[config.mk]
export PLATFORM = sky130hd
export DESIGN_NAME = alu_seq_flat
export DESIGN_NICKNAME = d
export VERILOG_FILES = /design/src/rtl/alu_seq_if.sv /design/src/rtl/alu_seq.sv /design/src/flat_wrapper.sv
export SDC_FILE = /design/constraint.sdc
export NUM_CORES = 1
export LEC_CHECK = 0
export ABC_AREA = 1
export CAP_MARGIN = 20
export CELL_PAD_IN_SITES_DETAIL_PLACEMENT = 1
export CELL_PAD_IN_SITES_GLOBAL_PLACEMENT = 1
export CORE_MARGIN = 2
export CORE_UTILIZATION = 25
export DETAILED_ROUTE_END_ITERATION = 7
export PLACE_DENSITY = 0.64
export SLEW_MARGIN = 0
export SYNTH_ARGS = -nofsm -noshare
export SYNTH_HDL_FRONTEND = slang
export SYNTH_SLANG_ARGS = --single-unit
[constraint.sdc]
create_clock -name clk -period 3.1 [get_ports clk]
set_input_delay 0.62 -clock clk [delete_from_list [all_inputs] [get_ports clk]]
set_output_delay 0.62 -clock clk [all_outputs]
set_load 0.05 [all_outputs]
[src/rtl/alu_seq_if.sv]
// Request/response bundle between the execute-stage control FSM and alu_seq.
interface alu_seq_if #(
   parameter int unsigned WIDTH = 32
);
   logic             start;
   logic [3:0]       alu_ctr;
   logic [WIDTH-1:0] alu_src1;
   logic [WIDTH-1:0] alu_src2;
   logic             busy;
   logic             done;
   logic [WIDTH-1:0] alu_result;
   logic             zero_bit;
   logic             ovf;

   // Control FSM side: issues operations and waits for done.
   modport master (
      output start, alu_ctr, alu_src1, alu_src2,
      input  busy, done, alu_result, zero_bit, ovf
   );

   // ALU side.
   modport slave (
      input  start, alu_ctr, alu_src1, alu_src2,
      output busy, done, alu_result, zero_bit, ovf
   );
endinterface

[src/rtl/alu_seq.sv]
// Registered ALU with start/busy/done handshake. Logic, add/sub, signed and
// unsigned compare complete in one cycle; divu/mod use a WIDTH-step restoring
// divider. Division by zero takes a one-cycle fast path.
module alu_seq #(
   parameter int unsigned WIDTH = 32,
   parameter int unsigned CNT_W = $clog2(WIDTH) + 1
) (
   input logic      clk,
   input logic      rst,
   alu_seq_if.slave bus
);

   localparam logic [3:0] OpAnd  = 4'b0000;
   localparam logic [3:0] OpOr   = 4'b0001;
   localparam logic [3:0] OpXor  = 4'b0010;
   localparam logic [3:0] OpNor  = 4'b0011;
   localparam logic [3:0] OpSlt  = 4'b0100;
   localparam logic [3:0] OpAdd  = 4'b0101;
   localparam logic [3:0] OpSub  = 4'b0110;
   localparam logic [3:0] OpMod  = 4'b0111;
   localparam logic [3:0] OpDivu = 4'b1000;
   localparam logic [3:0] OpSltu = 4'b1001;

   localparam int unsigned Msb = WIDTH - 1;

   typedef enum logic [0:0] {StIdle, StDiv} state_e;

   state_e           r_state, w_state_d;
   logic [3:0]       r_op, w_op_d;
   logic [WIDTH-1:0] r_b, w_b_d;
   logic [WIDTH-1:0] r_rem, w_rem_d;
   logic [WIDTH-1:0] r_quo, w_quo_d;
   logic [CNT_W-1:0] r_cnt, w_cnt_d;
   logic             r_done, w_done_d;
   logic [WIDTH-1:0] r_result, w_result_d;
   logic             r_zero, w_zero_d;
   logic             r_ovf, w_ovf_d;

   // Single-cycle datapath, fed straight from the bus so the result lands at accept.
   logic [WIDTH-1:0] w_a, w_bin, w_sum, w_diff, w_single;
   logic             w_slt, w_sltu, w_ovf_add, w_ovf_sub, w_single_ovf;

   // Restoring divide step. The shifted remainder needs one extra bit since it
   // may reach 2*B-1 before the subtract.
   logic [WIDTH:0]   w_rem_sh, w_rem_sub;
   logic             w_rem_ge;
   logic [WIDTH-1:0] w_rem_step, w_quo_step;

   assign w_a    = bus.alu_src1;
   assign w_bin  = bus.alu_src2;
   assign w_sum  = w_a + w_bin;
   assign w_diff = w_a - w_bin;
   assign w_slt  = $signed(w_a) < $signed(w_bin);
   assign w_sltu = w_a < w_bin;

   assign w_ovf_add = (w_a[Msb] == w_bin[Msb]) && (w_sum[Msb] != w_a[Msb]);
   assign w_ovf_sub = (w_a[Msb] != w_bin[Msb]) && (w_diff[Msb] != w_a[Msb]);

   assign w_rem_sh   = {r_rem, r_quo[Msb]};
   assign w_rem_sub  = w_rem_sh - {1'b0, r_b};
   assign w_rem_ge   = w_rem_sh >= {1'b0, r_b};
   assign w_rem_step = w_rem_ge ? w_rem_sub[WIDTH-1:0] : w_rem_sh[WIDTH-1:0];
   assign w_quo_step = {r_quo[WIDTH-2:0], w_rem_ge};

   // Select the single-cycle result; reserved opcodes yield zero.
   always_comb begin
      w_single     = '0;
      w_single_ovf = 1'b0;
      case (bus.alu_ctr)
         OpAnd:   w_single = w_a & w_bin;
         OpOr:    w_single = w_a | w_bin;
         OpXor:   w_single = w_a ^ w_bin;
         OpNor:   w_single = ~(w_a | w_bin);
         OpSlt:   w_single = {{(WIDTH-1){1'b0}}, w_slt};
         OpSltu:  w_single = {{(WIDTH-1){1'b0}}, w_sltu};
         OpAdd: begin
            w_single     = w_sum;
            w_single_ovf = w_ovf_add;
         end
         OpSub: begin
            w_single     = w_diff;
            w_single_ovf = w_ovf_sub;
         end
         default: w_single = '0;
      endcase
   end

   // Next-state, divider and result-register update.
   always_comb begin
      w_state_d  = r_state;
      w_op_d     = r_op;
      w_b_d      = r_b;
      w_rem_d    = r_rem;
      w_quo_d    = r_quo;
      w_cnt_d    = r_cnt;
      w_done_d   = 1'b0;
      w_result_d = r_result;
      w_zero_d   = r_zero;
      w_ovf_d    = r_ovf;

      unique case (r_state)
         StIdle: begin
            if (bus.start) begin
               w_op_d = bus.alu_ctr;
               w_b_d  = w_bin;
               if ((bus.alu_ctr == OpDivu || bus.alu_ctr == OpMod) && w_bin != '0) begin
                  w_rem_d   = '0;
                  w_quo_d   = w_a;
                  w_cnt_d   = '0;
                  w_state_d = StDiv;
               end else begin
                  w_done_d = 1'b1;
                  if (bus.alu_ctr == OpDivu) begin
                     w_result_d = '1;
                     w_ovf_d    = 1'b0;
                  end else if (bus.alu_ctr == OpMod) begin
                     w_result_d = w_a;
                     w_ovf_d    = 1'b0;
                  end else begin
                     w_result_d = w_single;
                     w_ovf_d    = w_single_ovf;
                  end
                  w_zero_d = ~|w_result_d;
               end
            end
         end
         StDiv: begin
            w_rem_d = w_rem_step;
            w_quo_d = w_quo_step;
            w_cnt_d = r_cnt + 1'b1;
            if (r_cnt == CNT_W'(WIDTH - 1)) begin
               w_done_d   = 1'b1;
               w_result_d = (r_op == OpMod) ? w_rem_step : w_quo_step;
               w_zero_d   = ~|w_result_d;
               w_ovf_d    = 1'b0;
               w_state_d  = StIdle;
            end
         end
         default: w_state_d = StIdle;
      endcase
   end

   // State and result registers with synchronous reset.
   always_ff @(posedge clk) begin
      if (rst) begin
         r_state  <= StIdle;
         r_op     <= '0;
         r_b      <= '0;
         r_rem    <= '0;
         r_quo    <= '0;
         r_cnt    <= '0;
         r_done   <= 1'b0;
         r_result <= '0;
         r_zero   <= 1'b1;
         r_ovf    <= 1'b0;
      end else begin
         r_state  <= w_state_d;
         r_op     <= w_op_d;
         r_b      <= w_b_d;
         r_rem    <= w_rem_d;
         r_quo    <= w_quo_d;
         r_cnt    <= w_cnt_d;
         r_done   <= w_done_d;
         r_result <= w_result_d;
         r_zero   <= w_zero_d;
         r_ovf    <= w_ovf_d;
      end
   end

   assign bus.busy       = (r_state == StDiv);
   assign bus.done       = r_done;
   assign bus.alu_result = r_result;
   assign bus.zero_bit   = r_zero;
   assign bus.ovf        = r_ovf;

endmodule
[src/flat_wrapper.sv]
// flat-port wrapper written by rule: the top's interface ports become plain ports
module alu_seq_flat 
#(
   parameter int unsigned WIDTH = 32,
   parameter int unsigned CNT_W = $clog2(WIDTH) + 1
)
  (clk, rst, bus_start, bus_alu_ctr, bus_alu_src1, bus_alu_src2, bus_busy, bus_done, bus_alu_result, bus_zero_bit, bus_ovf);
  alu_seq_if #(.WIDTH(WIDTH)) bus_i ();
  input logic clk;
  input logic rst;
  input wire logic [$bits(bus_i.start)-1:0] bus_start;
  input wire logic [$bits(bus_i.alu_ctr)-1:0] bus_alu_ctr;
  input wire logic [$bits(bus_i.alu_src1)-1:0] bus_alu_src1;
  input wire logic [$bits(bus_i.alu_src2)-1:0] bus_alu_src2;
  output wire logic [$bits(bus_i.busy)-1:0] bus_busy;
  output wire logic [$bits(bus_i.done)-1:0] bus_done;
  output wire logic [$bits(bus_i.alu_result)-1:0] bus_alu_result;
  output wire logic [$bits(bus_i.zero_bit)-1:0] bus_zero_bit;
  output wire logic [$bits(bus_i.ovf)-1:0] bus_ovf;
  assign bus_i.start = bus_start;
  assign bus_i.alu_ctr = bus_alu_ctr;
  assign bus_i.alu_src1 = bus_alu_src1;
  assign bus_i.alu_src2 = bus_alu_src2;
  assign bus_busy = bus_i.busy;
  assign bus_done = bus_i.done;
  assign bus_alu_result = bus_i.alu_result;
  assign bus_zero_bit = bus_i.zero_bit;
  assign bus_ovf = bus_i.ovf;
  alu_seq #(.WIDTH(WIDTH), .CNT_W(CNT_W)) u_core (.clk(clk), .rst(rst), .bus(bus_i));
endmodule
# [Yosys cells after proc, flatten, opt, wreduce, memory -nomap -nowiden]
# Index checks and enable logic that the tools add are counted.
[word_totals] regBits=142 input_bits=71 output_inout_bits=36
[classes] addsub=4 order_cmp=3 eq_ne=19 mux=40 bitwise_logic=5 reduce_logical=13
[op_table] operator="$mux 32" count=14
[op_table] operator="$pmux 32 s8" count=1
[op_table] operator="$pmux 32 s2" count=3
[op_table] operator="$lt 32x32->1" count=2
[op_table] operator="$reduce_or 32->1" count=2
[op_table] operator="$sub 32x32->32" count=2
[op_table] operator="$ge 33x32->1" count=1
[op_table] operator="$add 32x32->32" count=1
[op_table] operator="$and 32x32->32" count=1
[op_table] operator="$not 32->32" count=1
[op_table] operator="$or 32x32->32" count=1
[op_table] operator="$reduce_bool 32->1" count=1
[op_table] operator="$xor 32x32->32" count=1
[op_table] operator="$eq 4x3->1 const B" count=5
[op_table] operator="$mux 1" count=14
[op_table] operator="$mux 6" count=2
[op_table] operator="$pmux 6 s2" count=1
[op_table] operator="$pmux 1 s2" count=5
[op_table] operator="$eq 4x2->1 const B" count=2
[op_table] operator="$eq 4x4->1 const B" count=2
[op_table] operator="$add 6x1->6 const B" count=1
[op_table] operator="$eq 6x5->1 const B" count=1
[op_table] operator="$ne 2x2->1 const B" count=3
[op_table] operator="$eq 4x1->1 const B" count=1
[op_table] operator="10 further kinds" count=16

# [Longest topological paths before layout]
# Gate-level depths: netlist of run 1.
[depth] word_depth=13 ltp_mapped=25

# [Worst setup path before layout of run 1]
# No wires, ideal clock.
[synth_timing] path_kind="input -> register" startpoint="input bus_alu_src1[0]" endpoint="register u_core.r_zero, in the netlist u_core.bus.zero_bit" setup_ns=0.058 arrival_time_ns=2.582 t_required_ns=3.042 slack_ns=0.460 stages=21 path_buffers=0 path_cell_list="inv_1 -> ha_1 -> inv_1 -> fa_1 -> nand3_1 -> nand2_1 -> nand2_1 -> nand2_1 -> nand2_1 -> nand2_1 -> nand2_1 -> nand3_1 -> nand3_1 -> nand3_1 -> nor2_1 -> nand3_1 -> nor2_1 -> nand3_1 -> nand2_1 -> nand2_1 -> nand2_1"
[synth_via] elab_chain_cells=13 word_cells_on_any_way=19 cone_classes="2 x add/sub; 2 x order compare; 9 x mux; 4 x bitwise; 2 x reduce/logical"
[synth_rtl] item="start: declaration" line_no="flat_wrapper.sv:13" text="input wire logic [$bits(bus_i.alu_src1)-1:0] bus_alu_src1;"
[synth_rtl] item="parallel branches: the longest is 3 deep, another holds $sub 32x32->32"
[synth_rtl] item="$mux 32 *" line_no="alu_seq.sv:116" text="end else if (bus.alu_ctr == OpMod) begin"
[synth_rtl] item="$mux 32 *" line_no="alu_seq.sv:113" text="if (bus.alu_ctr == OpDivu) begin"
[synth_rtl] item="$mux 32 *" line_no="alu_seq.sv:106" text="if ((bus.alu_ctr == OpDivu || bus.alu_ctr == OpMod) && w_bin != '0) begin"
[synth_rtl] item="$mux 32 *" line_no="alu_seq.sv:103" text="if (bus.start) begin"
[synth_rtl] item="$mux 32 *" line_no="alu_seq.sv:101" text="unique case (r_state)"
[synth_rtl] item="$reduce_or 32->1 *" line_no="alu_seq.sv:123" text="w_zero_d = ~|w_result_d;"
[synth_rtl] item="$logic_not 1->1 *" line_no="alu_seq.sv:123"
[synth_rtl] item="$mux 1 *" line_no="alu_seq.sv:106"
[synth_rtl] item="$mux 1 *" line_no="alu_seq.sv:103"
[synth_rtl] item="$pmux 1 s2 *" line_no="alu_seq.sv:101"
[synth_rtl] item="end signal: assignment" line_no="alu_seq.sv:165" text="r_zero <= w_zero_d;"
[synth_rtl] item="end: declaration" line_no="alu_seq.sv:36" text="logic r_zero, w_zero_d;"
# Mark *: on every way between the ends. The select of a mux whose other input is x is not followed.
# A chain may end at the register's enable or synchronous reset.

# [Worst setup path after layout of run 1]
[layout_timing] startpoint="input bus_alu_src1[18]" endpoint="register u_core.r_ovf, in the netlist u_core.bus.ovf"
[layout_via] elab_chain_cells=9 word_cells_on_any_way=12 cone_classes="2 x add/sub; 2 x eq/ne; 6 x mux; 2 x reduce/logical"
[layout_rtl] item="$sub 32x32->32 or $add 32x32->32 (tied branches)" line_no="alu_seq.sv:52, alu_seq.sv:51"
[layout_rtl] item="$ne 1x1->1, on equally long branches" line_no="alu_seq.sv:57, alu_seq.sv:56"
[layout_rtl] item="$logic_and 1x1->1, on equally long branches" line_no="alu_seq.sv:57, alu_seq.sv:56"
[layout_rtl] item="$pmux 1 s2 *" line_no="alu_seq.sv:69" text="case (bus.alu_ctr)"
[layout_rtl] item="$mux 1 *" line_no="alu_seq.sv:116"
[layout_rtl] item="$mux 1 *" line_no="alu_seq.sv:113"
[layout_rtl] item="$mux 1 *" line_no="alu_seq.sv:106"
[layout_rtl] item="$mux 1 *" line_no="alu_seq.sv:103"
[layout_rtl] item="$pmux 1 s2 *" line_no="alu_seq.sv:101"
[layout_rtl] item="end signal: assignment" line_no="alu_seq.sv:166" text="r_ovf <= w_ovf_d;"
[layout_rtl] item="end: declaration" line_no="alu_seq.sv:37" text="logic r_ovf, w_ovf_d;"
# Every way passes the cells marked *; elsewhere a longest branch is shown, timed or not. The select of a mux whose other input is x is not followed.

==> results_dict.tcl, run 1 <==
set metrics [dict create \
    synthDominantCellAreaShare 0.1928 \
    min_period_ns 3.013 \
    crit_path_cell_trace "clkdlybuf4s50_1, inv_2, ha_4, buf_6, a21oi_4, o21a_4, nor2_1, nor2_2, nand2_2, buf_4, a21oi_4, inv_2, buf_4, nand2_1, nand4_1, o31ai_4, nand2_1, a21oi_1" \
    worstHoldStart "u_core.bus.alu_result[24]" \
    hold_viol 0 \
    cts-root-buf "clkbuf_16" \
    yosys_warnings 0 \
    cpPeakStageDelay_ns 0.49 \
    setup_violations 0 \
    ys_seq_area_frac 0.1828 \
    irDropWorstVdd_mv 0.3248 \
    reg2reg_depth 22 \
    cp.required_ns 3.46 \
    diodes 0 \
    routabilityCongestion 0.9931 \
    hold_class "register to register" \
    area_growth_pct 60.88 \
    firstDrtPassIters 5 \
    p_int_mw 4.778 \
    fin_crit_sh 0.9719 \
    die_x_um 253.4 \
    async_reset_ff_frac 0 \
    yosys.area.top_type "nand2_1" \
    dp_hpwl_um 73860 \
    switchingPower_mw 3.111 \
    cts_tree "yes" \
    wl_per_cell_um 21.68 \
    syn-num-nets 2903 \
    synth_cell_types 53 \
    r2r-start "u_core.r_b[4]" \
    slew_viol_final 0 \
    ys_ff_latch 142 \
    crit_slowest_cell "clkdlybuf4s50_1" \
    cts.path.max_buffers 2 \
    max_freq_mhz 331.9 \
    fin_area_um2 25020 \
    holdPathStages 2 \
    num_vias 21260 \
    drive_above_1_share 0.3512 \
    grt_pass1_wl_um 132100 \
    p_comb_frac 0.475 \
    grt_pass1_vias 21990 \
    rows 91 \
    power_frac_seq 0.250 \
    grt_max_degree 73 \
    tightest_slew_ns 0.6714 \
    synth_area_per_cell_um2 5.767 \
    place_area_um2 21620 \
    drt-total-wl_um 90860 \
    timing.slew.headroom 0.5524 \
    arrival_ns 3.37 \
    gr-usage-all-layers 0.2715 \
    p_leak_nw 12.13 \
    status "complete, no violations" \
    critPathMaxFanout 6 \
    cts.sinks 142 \
    clkTransAtPathRegs_ns 0.06 \
    synth_edf_count 0 \
    setup_ws_ns 0.08697 \
    rsz0062_at_grt "yes" \
    power.density_nw_per_um2 315.3 \
    criticalPathCategory "input pin to register" \
    cts_max_level 4 \
    drtIter0Drc 1493 \
    initial_core_util 0.2525 \
    rrSetupSlack_ns 0.15 \
    endpoint_kind "register" \
    hold_end "u_core.bus.alu_result[24]" \
    cts_made_buffers 17 \
    die_h_um 253.4 \
    syn_inst 2697 \
    die_area_um2 64230 \
    nets 3547 \
    core_um2 61600 \
    pwr-share-clk 0.275 \
    pre_cts_slack_ns -1.202 \
    io_pins 107 \
    p_sw_frac 0.3943 \
    yosysMostFrequentCell "nand2_1" \
    antenna_found_initial 1 \
    via_per_inst 5.072 \
    clock_skew_ns 0.009917 \
    drc 0 \
    ant_nets 0 \
    synthTopCellsByCount "nand2_1 (799), inv_1 (376), nand3_1 (281)" \
    synth_ff_type "dfxtp_1" \
    clock_latency_ns 0.44 \
    maxCapViolations 0 \
    r2r-end "u_core.bus.zero_bit" \
    start_kind "input pin" \
    port_buffers 106 \
    postCtsHoldBufs 0 \
    synth.top_cells.by_area "nand2_1 (19%), dfxtp_1 (18%), ha_1 (11%)" \
    syn_area_um2 15550 \
    overflow 0 \
]
[sequential cells by signal (all words and copies together) (netlist names)]
register	cells
u_core.bus.busy	1
u_core.r_quo	32
u_core.r_b	32
u_core.bus.done	1
u_core.bus.zero_bit	1
u_core.r_op	4
u_core.bus.alu_result	32
u_core.r_cnt	6
u_core.r_rem	32
u_core.bus.ovf	1
[cell type report]
| type | instances | area [µm²] |
|---|---|---|
| fill | 7910 | 36570 |
| multi-input combinational | 2059 | 12910 |
| timing repair buffer | 734 | 6140 |
| sequential | 142 | 2854 |
| inverter | 387 | 1455 |
| tap | 837 | 1047 |
| clock buffer | 19 | 454.2 |
| clock inverter | 13 | 161.4 |
[per-stage QoR]
| step | TNS (ns) | instances | power [mW] | hold slack [ns] | utilization |
|---|---|---|---|---|---|
| 4_1_cts | -0.09133 | 4143 | 7.483 | 0.4680 | 0.3749 |
| 6_report | 0 | 4191 | 7.889 | 0.4593 | 0.4062 |
| 3_3_place_gp | -30.59 | 4095 | 5.065 | 0.4484 | 0.3510 |
| 2_1_floorplan | 0 | 2697 | 3.406 | 0.4530 | - |
| 3_5_place_dp | -38.08 | 4095 | 5.113 | 0.4582 | 0.3510 |
| 5_1_grt | -0.1227 | 4191 | 8.229 | 0.4880 | 0.4062 |
[critical path: cells and delay by family]
| kind | cells | cell delay (ns) |
|---|---|---|
| fa+ha+maj | 1 | 0.28 |
| compound gates | 5 | 0.80 |
| simple gates | 6 | 0.62 |
| buf+inv | 6 | 1.04 |
[layer usage]
layer	GRT usage	routed length, µm	part of all wire
met1	0.3512	40080	0.44
met2	0.4719	43820	0.48
met3	0.01552	3260	0.036
met4	0.1035	3686	0.041
met5	0	10	0.00011
[logic make-up after synthesis]
group,Yosys count,synth area share
XOR/XNOR,17,0.009573
flip-flops,142,0.1828
AO/OA/AOI/OAI,478,0.1746
adder cells (fa/ha/maj),135,0.1100
buffers and inverters,498,0.1267
AND/OR/NAND/NOR,1427,0.3963
[layout by cell type (no fill, tap or decap), types with 10 or more instances in the layout]
master and instances:
ha_1 73, buf_6 13, nand3_1 229, or2_2 24, o21ai_1 31, nand2_4 15
nand4_1 38, nand3_2 50, nor3_2 14, ha_4 50, dfxtp_1 135, a221oi_1 20
o22ai_1 15, dlymetal6s2s_1 28, a21oi_2 35, clkdlybuf4s50_1 55, buf_4 593, clkbuf_16 20
a21oi_4 11, nor2_4 42, buf_12 20, o21ai_0 119, a22oi_1 13, inv_1 320
a31oi_1 21, nand2_1 705, nor2_2 46, nor4_1 10, a21oi_1 157, o21ai_2 12
inv_2 65, nand2_2 97, nor2_1 111, dlygate4sd2_1 16
[power groups by stage]
stage | clock network (mW) | registers (mW) | logic [mW]
floorplan | 0 | 2.09 | 1.31
global placement | 0 | 2.01 | 3.06
detailed placement | 0 | 2.01 | 3.10
CTS | 2.20 | 1.97 | 3.31
global route | 2.26 | 1.98 | 3.99
finish | 2.17 | 1.97 | 3.75
[what timing repair did]
| item | 4_1_cts | 5_1_grt |
|---|---|---|
| resized for setup | 226 | 423 |
| endpoints found under the setup margin | 23 | 39 |
| gates cloned | 0 | 5 |
| pin swaps | 33 | 128 |
| endpoints found under the hold margin | 0 | 0 |
| setup buffers | 16 | 43 |
[how the worst max path moves through the flow]
stage | start | to | slack [ns] | depth (start not counted)
floorplan | bus_alu_src1[0] | u_core.bus.zero_bit | 0.46 | 21
global placement | bus_alu_src1[22] | u_core.bus.zero_bit | -1.19 | 22
detailed placement | bus_alu_src1[22] | u_core.bus.zero_bit | -1.20 | 22
CTS | bus_alu_src2[25] | u_core.bus.zero_bit | -0.03 | 21
global route | bus_alu_src2[18] | u_core.bus.zero_bit | -0.07 | 21
finish | bus_alu_src1[18] | u_core.bus.ovf | 0.09 | 18
(Power assumes the default switching activity.)
==> inputs of run 2 (changes only) <==
Settings changed: CORE_MARGIN 2 to 5.
==> run 2 against run 1 <==
Sequential power about the same. Via count down 2.8%. First-iteration DRC count is 15% lower. Cell area down 5.6%. Global-route usage shrank 2.7 points. Cell count shrank 2.0%. Critical endpoint is now u_core.bus.alu_result[26]. Die area rose by 4.8%. Sequential share of layout area is 0.65 points higher. Setup slack got worse by 0.049 ns. Register-to-register slack better by 0.02 ns. Highest routed layer unchanged.
==> results_dict.tcl, run 2 (synthesized netlist as in run 1, its figures left out) <==
set metrics [dict create \
    critPathMaxFanout 4 \
    holdPathStages 2 \
    irDropWorstVdd_mv 0.2319 \
    die_x_um 259.4 \
    firstDrtPassIters 5 \
    worstHoldStart "u_core.bus.alu_result[26]" \
    routabilityCongestion 1.002 \
    timing.slew.headroom 0.5142 \
    fin_crit_sh 0.9877 \
    pwr-share-clk 0.272 \
    overflow 0 \
    criticalPathCategory "input pin to register" \
    final_cell_mix "nand2_1 (746), buf_4 (519), inv_1 (329), nand3_1 (257), a21oi_1 (165)" \
    hold_end "u_core.bus.alu_result[26]" \
    p_leak_nw 11.46 \
    hold_class "register to register" \
    antenna_found_initial 2 \
    nets 3465 \
    start_kind "input pin" \
    via_per_inst 5.026 \
    grt_pass1_vias 21860 \
    setup_ws_ns 0.03804 \
    place_inst 4042 \
    max_freq_mhz 326.6 \
    crit_buf_inv 5 \
    crit_path_start "bus_alu_src2[20]" \
    p_comb_frac 0.463 \
    die_area_um2 67310 \
    min_period_ns 3.062 \
    cts_made_buffers 17 \
    power_frac_seq 0.265 \
    drt-total-wl_um 85960 \
    p_sw_frac 0.3948 \
    postCtsHoldBufs 0 \
    core_um2 61710 \
    cts_tree "yes" \
    instances_no_fill 4109 \
    tightest_slew_ns 0.7287 \
    slew_viol_final 0 \
    io_pins 107 \
    endpoint_kind "register" \
    clock_latency_ns 0.44 \
    wl_per_cell_um 20.92 \
    rrSetupSlack_ns 0.17 \
    num_vias 20650 \
    power.density_nw_per_um2 315.2 \
    p_int_mw 4.505 \
    pre_cts_slack_ns -0.9463 \
    crit_slowest_cell "clkdlybuf4s50_1" \
    cts.path.max_buffers 2 \
    cts-root-buf "clkbuf_16" \
    dp_hpwl_um 71480 \
    port_buffers 106 \
    ant_nets 0 \
    cp.required_ns 3.42 \
    cts.sinks 142 \
    clkTransAtPathRegs_ns 0.06 \
    hold_viol 0 \
    cpPeakStageDelay_ns 0.48 \
    drc 0 \
    area_growth_pct 51.83 \
    switchingPower_mw 2.940 \
    drive_above_1_share 0.2946 \
    crit_top_cell "nand2_1" \
    drtIter0Drc 1266 \
    diodes 0 \
    cp_top_family "simple AND/OR/NAND/NOR gates" \
    status "complete, no violations" \
    clock_skew_ns 0.01258 \
    maxCapViolations 0 \
    cts_max_level 4 \
    rsz0062_at_grt "yes" \
    setup_violations 0 \
    r2r-end "u_core.bus.zero_bit" \
    rows 91 \
    gr-usage-all-layers 0.2450 \
    die_h_um 259.4 \
    reg2reg_depth 22 \
    initial_core_util 0.2521 \
    crit_path_cell_trace "clkdlybuf4s50_1, inv_1, ha_4, buf_4, nand2_1, nor2_2, inv_2, nor3_4, nand3_2, nand2_1, nand2_1, nand3_1, nand3_4, nor2_4, buf_4, nand2_1, o21ai_0, o21ai_0" \
    final_common_cell "nand2_1" \
    grt_pass1_wl_um 128300 \
    arrival_ns 3.38 \
    r2r-start "u_core.r_b[6]" \
    grt_max_degree 73 \
]
-- run 2: changes by cell type in the layout (fill, tap and decap cells not counted), moves of 19 or more --
cell     delta
nand2_1    +41
buf_4      -74
nand2_2    -35
nor2_4     -19
nand3_1    +28
nand3_2    -28
-- run 2: area by class of cell --
type                            count  area [µm²]
Fill cell                        8126       38090
Multi-Input combinational cell   2058       12190
Timing Repair Buffer              653        5504
Sequential cell                   142        2846
Inverter                          387        1455
Tap cell                          837        1047
Clock buffer                       18       429.2
Clock inverter                     14       142.6
-- run 2: worst max-delay path by stage --
stage | to | slack [ns] | cells past startpoint
after floorplan | u_core.bus.zero_bit | 0.46 | 21
after detailed placement | u_core.bus.alu_result[26] | -0.95 | 18
final | u_core.bus.alu_result[26] | 0.04 | 18
after global placement | u_core.bus.zero_bit | -0.95 | 22
after CTS | u_core.bus.zero_bit | -0.03 | 21
after global routing | u_core.bus.zero_bit | -0.07 | 20
-- run 2: repair_timing --
item                       4_1_cts  5_1_grt
setup buffers                   14       20
setup endpoints to repair       23       20
cloned                           1        0
resized for setup              160      275
pin swaps                       28       78
-- run 2: per-layer routing --
metal	share of wire	GRT usage	wire, µm	up-vias
met5	0.00020	0	17	-
met4	0.038	0.08675	3248	2
met3	0.032	0.01751	2753	143
met2	0.49	0.4341	42000	483
met1	0.44	0.3135	37940	10110
li1	-	-	-	9914
-- run 2: through the flow --
stage               TNS (ns)  instance area, µm²  utilization  total power, mW  hold WS (ns)
finish                     0               23620       0.3827            7.445        0.4602
global route         -0.1338               23620       0.3827            7.800        0.4903
CTS                 -0.02933               22540       0.3652            7.210        0.4686
detailed placement    -25.95               21300       0.3451            5.025        0.4518
global placement      -26.37               21300       0.3451            4.972        0.4468
floorplan                  0               15550            -            3.406        0.4530
-- run 2: worst reg2reg max path, delay by kind of cell (launching register included) --
family	cells	cell delay, ns
AO/OA/AOI/OAI	1	0.21
adder cells (fa/ha/maj)	1	0.34
buffers and inverters	2	0.26
flip-flops	1	0.34
AND/OR/NAND/NOR	18	1.72
-- run 2: power by group through the flow --
| stage | clock [mW] | combinational, mW | sequential, mW |
|---|---|---|---|
| floorplan | 0 | 1.31 | 2.09 |
| global placement | 0 | 2.96 | 2.01 |
| detailed placement | 0 | 3.01 | 2.01 |
| CTS | 2.06 | 3.18 | 1.97 |
| global route | 2.14 | 3.68 | 1.98 |
| finish | 2.02 | 3.45 | 1.97 |
